`src/rtl/thermostat_ctrl.sv`:
```
// Single-zone heat/cool controller: runtime setpoint, hysteresis band,
// anti-short-cycle dwell lockout and a saturating actuation counter.
module thermostat_ctrl #(
    parameter int TEMP_W = 5,
    parameter int HYST   = 2,
    parameter int DWELL  = 4,
    parameter int CNT_W  = 8
) (
    input  logic              clk,
    input  logic              rst,
    input  logic              enable,
    input  logic              temp_valid,
    input  logic [TEMP_W-1:0] temperature,
    input  logic [TEMP_W-1:0] setpoint,
    output logic              heating,
    output logic              cooling,
    output logic [1:0]        state,
    output logic [CNT_W-1:0]  switch_cnt
);

    typedef enum logic [1:0] {
        IDLE = 2'b00,
        HEAT = 2'b10,
        COOL = 2'b01
    } state_e;

    localparam int              DW_W      = (DWELL < 1) ? 1 : $clog2(DWELL + 1);
    localparam logic [DW_W-1:0] DWELL_MAX = DW_W'(DWELL);
    localparam logic [TEMP_W:0] HYST_X    = (TEMP_W + 1)'(HYST);
    localparam logic [TEMP_W:0] T_MAX     = {1'b0, {TEMP_W{1'b1}}};
    localparam logic [CNT_W-1:0] CNT_MAX  = '1;

    state_e            state_q, state_d;
    logic [DW_W-1:0]   dwell_q, dwell_d;
    logic [CNT_W-1:0]  cnt_q, cnt_d;

    logic [TEMP_W:0]   temp_x, sp_x, lo, hi, hi_sum;
    logic [DW_W-1:0]   dwell_inc;
    logic              dwell_ok;

    always_comb begin
        temp_x = {1'b0, temperature};
        sp_x   = {1'b0, setpoint};
        lo     = (sp_x < HYST_X) ? '0 : sp_x - HYST_X;
        hi_sum = sp_x + HYST_X;
        hi     = (hi_sum > T_MAX) ? T_MAX : hi_sum;
    end

    // The dwell check counts the current cycle, so a state entered at edge N
    // may be left at edge N+DWELL at the earliest.
    always_comb begin
        dwell_inc = (dwell_q == DWELL_MAX) ? dwell_q : dwell_q + DW_W'(1);
        dwell_ok  = (DWELL == 0) || (dwell_inc == DWELL_MAX);
    end

    always_comb begin
        // NOTE: every combinational output gets a default first so no latch is inferred.
        state_d = state_q;
        dwell_d = dwell_inc;
        cnt_d   = cnt_q;

        if (!enable) begin
            state_d = IDLE;
        end else if (temp_valid && dwell_ok) begin
            unique case (state_q)
                IDLE: begin
                    if (temp_x <= lo)      state_d = HEAT;
                    else if (temp_x >= hi) state_d = COOL;
                end
                HEAT:    if (temp_x >= sp_x) state_d = IDLE;
                COOL:    if (temp_x <= sp_x) state_d = IDLE;
                default: state_d = IDLE;
            endcase
        end

        if (state_d != state_q) begin
            dwell_d = '0;
            if (state_d != IDLE && cnt_q != CNT_MAX) cnt_d = cnt_q + CNT_W'(1);
        end
    end

    always_ff @(posedge clk) begin
        // NOTE: sequential state uses non-blocking assignments only.
        if (rst) begin
            state_q <= IDLE;
            dwell_q <= DWELL_MAX;
            cnt_q   <= '0;
        end else begin
            state_q <= state_d;
            dwell_q <= dwell_d;
            cnt_q   <= cnt_d;
        end
    end

    assign state      = state_q;
    assign heating    = state_q[1];
    assign cooling    = state_q[0];
    assign switch_cnt = cnt_q;

endmodule

```
`config.mk`:
```
export PLATFORM = sky130hd
export DESIGN_NAME = thermostat_ctrl
export DESIGN_NICKNAME = d
export VERILOG_FILES = /design/src/rtl/thermostat_ctrl.sv
export SDC_FILE = /design/constraint.sdc
export NUM_CORES = 1
export LEC_CHECK = 0
export ABC_AREA = 1
export CAP_MARGIN = 20
export CORE_MARGIN = 3
export CORE_UTILIZATION = 45
export DETAILED_ROUTE_END_ITERATION = 16
export DONT_BUFFER_PORTS = 1
export GPL_ROUTABILITY_DRIVEN = 0
export RECOVER_POWER = 50
export REMOVE_ABC_BUFFERS = 1
export SYNTH_ARGS = -nofsm -noshare
export SYNTH_HDL_FRONTEND = slang
export SYNTH_SLANG_ARGS = --single-unit
```
`constraint.sdc`:
```
create_clock -name clk -period 1.8 [get_ports clk]
set_input_delay 0 -clock clk [delete_from_list [all_inputs] [get_ports clk]]
set_output_delay 0 -clock clk [all_outputs]
set_load 0.01 [all_outputs]
```
Yosys cells after proc, flatten, opt, wreduce, memory -nomap -nowiden --
Cells that the tools add are included.
Word-level totals: register bits after elaboration 13, input port bits 14, output and inout port bits 12
Cells by class: add/sub/neg operators 4, $lt $le $gt $ge 6, eq/ne operators 6, muxes and demuxes 11, reduce and logical (&&, ||, !) cells 6
Operator list (count):
- $mux W2 | 6
- $mux W6 | 2
- $add A8 B1 Y8 const B | 1
- $ne A8 B8 Y1 const B | 1
- $add A5 B2 Y6 const B | 1
- $eq A3 B3 Y1 const B | 2
- $ge A5 B6 Y1 | 1
- $gt A6 B5 Y1 const B | 1
- $le A5 B6 Y1 | 1
- $mux W3 | 2
- $pmux W2 S3 | 1
- $sub A5 B2 Y6 const B | 1
- $ge A5 B5 Y1 | 1
- $le A5 B5 Y1 | 1
- $lt A5 B2 Y1 const B | 1
- $add A3 B1 Y3 const B | 1
- $eq A2 B1 Y1 const B | 1
- $eq A2 B2 Y1 const B | 1
- $logic_and A1 B1 Y1 | 2
- $logic_not A2 Y1 | 1
- $ne A2 B2 Y1 | 1
- $reduce_and A2 Y1 | 1
- $reduce_bool A2 Y1 | 1
- $reduce_or A2 Y1 | 1

Longest topological paths before layout --
word-level depth 12, depth in mapped cells 21

Least setup slack after synthesis --
Ideal clock, no wire load.
path kind input-to-reg, from input setpoint[1], to register cnt_q[1], in the netlist switch_cnt[1], arrival time 1851 ps, required time 1687 ps, slack -164 ps, cell stages on the path 20, buffers on the path 0, path through inv_1 > ha_1 > nand2_1 > inv_1 > o21ai_0 > ha_1 > nand3_1 > nor2_1 > a21oi_1 > nand2_1 > nand2_1 > nand3_1 > nand2_2 > nand2_1 > nand2_2 > nand3_4 > nand2_4 > inv_2 > nor2_1 > nor2_1
Between the ends: longest elaborated chain between the ends 12, elaborated cells between the ends (all ways) 21, those cells by class add/sub (2); order compare (6); eq/ne (1); mux (9); reduce/logical (3)
RTL lines:
- from (decl) | RTL line 14 | input logic [TEMP_W-1:0] setpoint,
- $add A5 B2 Y6 | RTL line 45 | hi_sum = sp_x + HYST_X;
- $gt A6 B5 Y1 | RTL line 46 | hi = (hi_sum > T_MAX) ? T_MAX : hi_sum;
- $mux W6 | RTL line 46
- $ge A5 B6 Y1 | RTL line 68 | else if (temp_x >= hi) state_d = COOL;
- $mux W2 | RTL line 68
- $mux W2 | RTL line 67 | if (temp_x <= lo) state_d = HEAT;
- $pmux W2 S3 * | RTL line 65 | unique case (state_q)
- $mux W2 * | RTL line 64 | end else if (temp_valid && dwell_ok) begin
- $mux W2 * | RTL line 62 | if (!enable) begin
- $reduce_bool A2 Y1 | RTL line 78 | if (state_d != IDLE && cnt_q != CNT_MAX) cnt_d = cnt_q + CNT_W'(1);
- $logic_and A1 B1 Y1 | RTL line 78
- $reduce_and A2 Y1 (no source line) *
- to (signal assigned) | RTL line 91 | cnt_q <= cnt_d;
- to (decl) | RTL line 35 | logic [CNT_W-1:0] cnt_q, cnt_d;
Every way passes the cells marked *; elsewhere a longest branch is shown, timed or not. A chain may end at the register's enable or synchronous reset.

Worst setup path after layout --
from register dwell_q[1], to register cnt_q[0], in the netlist switch_cnt[0]
Between the ends: longest elaborated chain between the ends 9, elaborated cells between the ends (all ways) 11, those cells by class add/sub (1); eq/ne (3); mux (3); reduce/logical (4)
RTL lines:
- from (decl) | RTL line 34 | logic [DW_W-1:0] dwell_q, dwell_d;
- from (signal assigned) | RTL line 90 | dwell_q <= dwell_d;
- $add A3 B1 Y3 / $eq A3 B3 Y1 (equally long branches) | RTL line 52 | dwell_inc = (dwell_q == DWELL_MAX) ? dwell_q : dwell_q + DW_W'(1);
- $mux W3 * | RTL line 52
- $eq A3 B3 Y1 * | RTL line 53 | dwell_ok = (DWELL == 0) || (dwell_inc == DWELL_MAX);
- $logic_and A1 B1 Y1 * | RTL line 64
- $mux W2 * | RTL line 64
- $mux W2 * | RTL line 62
- $reduce_bool A2 Y1 | RTL line 78
- $logic_and A1 B1 Y1 | RTL line 78
- $reduce_and A2 Y1 (no source line) *
Marks and branches as above.

==> flow_summary_export.csv <==
group,metric,value,unit
pwr,p_sw,0.9448,mW
timing,relSlewSlack,74.01,%
timing,finalSetupViolations,11,
timing,clock_skew,0.001557,ns
clock_network,cts_tree,"done",
placement,numPortBuffers,0,
pwr,power_leakage,0.8932,nW
die,die_w,60.42,um
timing,drv_slew,0,
clock_network,htree_levels,1,
clock_network,cts.path.max_buffers,2,
drt,top_layer_used,"met4",
placement,dpl.hpwl,2483,um
drt,drc,0,
synth,synth_cell_types,27,
pwr,fin_total_pwr,2.028,mW
global_routing,grt_antenna_before_repair,0,
timing,finalWorstSetupSlack,-0.2105,ns
drt,wirelength_met1,1553,um
setup_path,crit_family,"simple AND/OR/NAND/NOR gates",
pwr,pwr-share-comb,71.6,%
final_layout,area_growth,32.02,%
pwr,seqPwrFrac,19.4,%
drt,dr_wl_met3,149,um
synth,syn_area_per_cell,6.500,um^2
worst_hold_path,min_to,"state[0]",
timing,hold_viol,0,
die,core_area,2781,um^2
drt,wl_met2,1582,um
synth,synth_top_area_cell,"dfxtp_1",
setup_path,worstRegToRegCells,15,
drt,drtIter0Drc,53,
final_layout,diodes,0,
global_routing,grtUsageTotal,19.00,%
setup_path,cp.required,1.98,ns
die,initial_core_util,47.91,%
drt,vias,1348,
setup_path,path_buf_inv,3,
timing,finalCritPeriodShare,111.7,%
pwr,sw_frac_of_total,46.58,%
die,num_io_pins,26,
global_routing,grt_pass1_wl,5368,um
pwr,peakVddDrop,1115,uV
synth,ys_ff_latch,13,
timing,hold_slack,0.1237,ns
die,dieArea,3650,um^2
timing,rsz0062_at_grt,"true",
worst_hold_path,hold_path_depth,4,
clock_network,clkLatencyLatePin,0.27,ns
setup_path,critPathLaunchType,"flop",
setup_path,path_class,"reg -> reg",
clock_network,clkTransAtPathRegs,0.08,ns
drt,routed_wl,3316,um
pwr,internal_power,1.084,mW
die,die_height,60.42,um
die,row_count,19,
timing,fmax,0.4974,GHz
setup_path,r2r-end,"switch_cnt[0]",
final_layout,postLayoutCoreUtil,63.25,%
status,violations,"setup timing",
drt,via_per_inst,5.011,
synth,syn_area,1333,um^2
pwr,clkPwrFrac,8.9,%
setup_path,path_depth,15,
setup_path,endpoint_kind,"flop",
final_layout,drive_above_1_share,29.41,%
synth,synth_top_cell_area_share,19.53,%
drt,wl_per_cell,12.33,um
global_routing,grt_start_max_net_pins,9,
worst_hold_path,hold_class,"in -> reg",
global_routing,gr-total-overflow,0,
worst_hold_path,hp-start,"enable",
setup_path,cp_cell_sequence,"inv_2 > ha_4 > inv_2 > nand2_4 > o21ai_4 > nand2_2 > nor2_4 > nor2_2 > nor2_2 > nand2_2 > buf_6 > a21oi_4 > nand3_1 > nand2_1 > nor2_1",
setup_path,crit_arrival,2.19,ns
setup_path,r2r_setup_slack,-0.21,ns
synth,ys_seq_area_share,19.53,%
timing,fin_crit,2.011,ns
synth,yosysWarnings,0,
final_layout,nFillCells,264,
pwr,pwr_density_cell,1153,nW/um^2
job,maxCapViolCount,0,
synth,synthTopCellsByArea,"dfxtp_1 (20%), ha_1 (19%), nand2_1 (13%)",
setup_path,r2r-start,"dwell_q[1]",
timing,setup_tns,-1.698,ns
drt,firstDrtPassIters,4,
setup_path,slowest_stage,"dfxtp_2",
drt,antenna_left,0,
timing,max_slew.worst_pin.slew,0.3885,ns
final_layout,fin_area,1759,um^2
synth,netlist_instances,205,
setup_path,cp_max_fo,4,
clock_network,cts_buffers,3,
clock_network,cts-root-buf,"clkbuf_4",
placement,dpl_cell_area,1525,um^2
final_layout,nets,273,
status,status,"complete, but fails checks",
clock_network,cts_sinks,13,
setup_path,slowest_delay,0.35,ns
global_routing,grt_pass1_vias,1291,
worst max-delay path by stage:
stage                     start       endpoint  slack [ns]
floorplan           setpoint[1]  switch_cnt[1]       -0.16
global placement    setpoint[1]  switch_cnt[1]       -0.28
detailed placement  setpoint[1]  switch_cnt[3]       -0.38
CTS                  dwell_q[1]  switch_cnt[0]       -0.16
global route         dwell_q[1]  switch_cnt[0]       -0.32
finish               dwell_q[1]  switch_cnt[0]       -0.21
cell families (layout without fill, tap and decap cells):
| group | Yosys count | count (layout) | share of synthesized area [%] |
|---|---|---|---|
| fa+ha+maj | 20 | 20 | 18.78 |
| xor+xnor | 6 | 6 | 3.944 |
| compound gates | 19 | 20 | 8.452 |
| simple gates | 110 | 111 | 38.31 |
| flops | 13 | 13 | 19.53 |
| buf+inv | 37 | 68 | 10.99 |
area by class of cell:
| class | instances | area (um^2) | area share, % |
|---|---|---|---|
| Timing Repair Buffer | 30 | 237.7 | 13.51 |
| Tap cell | 31 | 38.79 | 2.205 |
| Clock buffer | 4 | 26.28 | 1.494 |
| Inverter | 34 | 127.6 | 7.255 |
| Sequential cell | 13 | 262.8 | 14.94 |
| Multi-Input combinational cell | 157 | 1066 | 60.60 |
sequential cells by signal, summed over array words and instances (netlist names):
name        count
state           2
switch_cnt      8
dwell_q         3
cells in the final DEF, fill, tap and decap left out, types with 2 or more instances in the layout:
cell and count:
nand3_1 18, dfxtp_2 2, clkbuf_4 3, nor2_2 4, ha_1 18, nor2_1 20
a21oi_4 2, nor2_4 2, nand4_1 3, a21oi_1 11, dfxtp_1 11, a21oi_2 3
inv_2 5, dlygate4sd3_1 2, buf_6 3, inv_1 29, nand2_1 42, buf_4 24
nand2_4 6, nand2_2 5, nand3_2 6, xnor2_1 2, clkbuf_1 2, xor2_1 4
ha_4 2
stage by stage:
stage	setup slack, ns	cells
2_1_floorplan	-0.1644	202
3_3_place_gp	-0.2754	256
3_5_place_dp	-0.3846	256
4_1_cts	-0.1631	269
5_1_grt	-0.3170	269
6_report	-0.2105	269
metal layers:
| metal | vias up | global-route usage (%) |
|---|---|---|
| met2 | 32 | 30.40 |
| met1 | 585 | 25.93 |
| li1 | 727 | - |
| met5 | - | 0 |
| met3 | 4 | 4.681 |
| met4 | 0 | 4.334 |
cell usage after synthesis, drive strengths merged:
library cell and n:
xor2 4, dfxtp 13, ha 20, nand3 24, or2 1, buf 3, xnor2 2, nor3 1
o21bai 1, nand4 3, o21ai 3, nand2 53, nor2 26, and3 1, inv 34, a21oi 15
nand3b 1
tightest hold or removal path, cell delays in order:
cell	delay (ns)
inv_1	0.11
nor2_4	0.07
nand2_4	0.12
nor2_1	0.06
what timing repair did:
item	in CTS	in global routing
setup endpoints to repair	10	11
hold endpoints to repair	13	0
resized for setup	21	14
setup buffers	5	0
pin swaps	15	16
hold buffers	2	0
gates cloned	2	0
power by group through the flow:
stage	Sequential, mW	Combinational, mW	Clock (mW)
after floorplan	0.411	0.684	0
after global placement	0.383	1.00	0
after detailed placement	0.385	1.03	0
after CTS	0.390	1.32	0.187
after global routing	0.401	1.58	0.200
final	0.394	1.45	0.181
No activity file was read; power rests on OpenSTA's default activity.
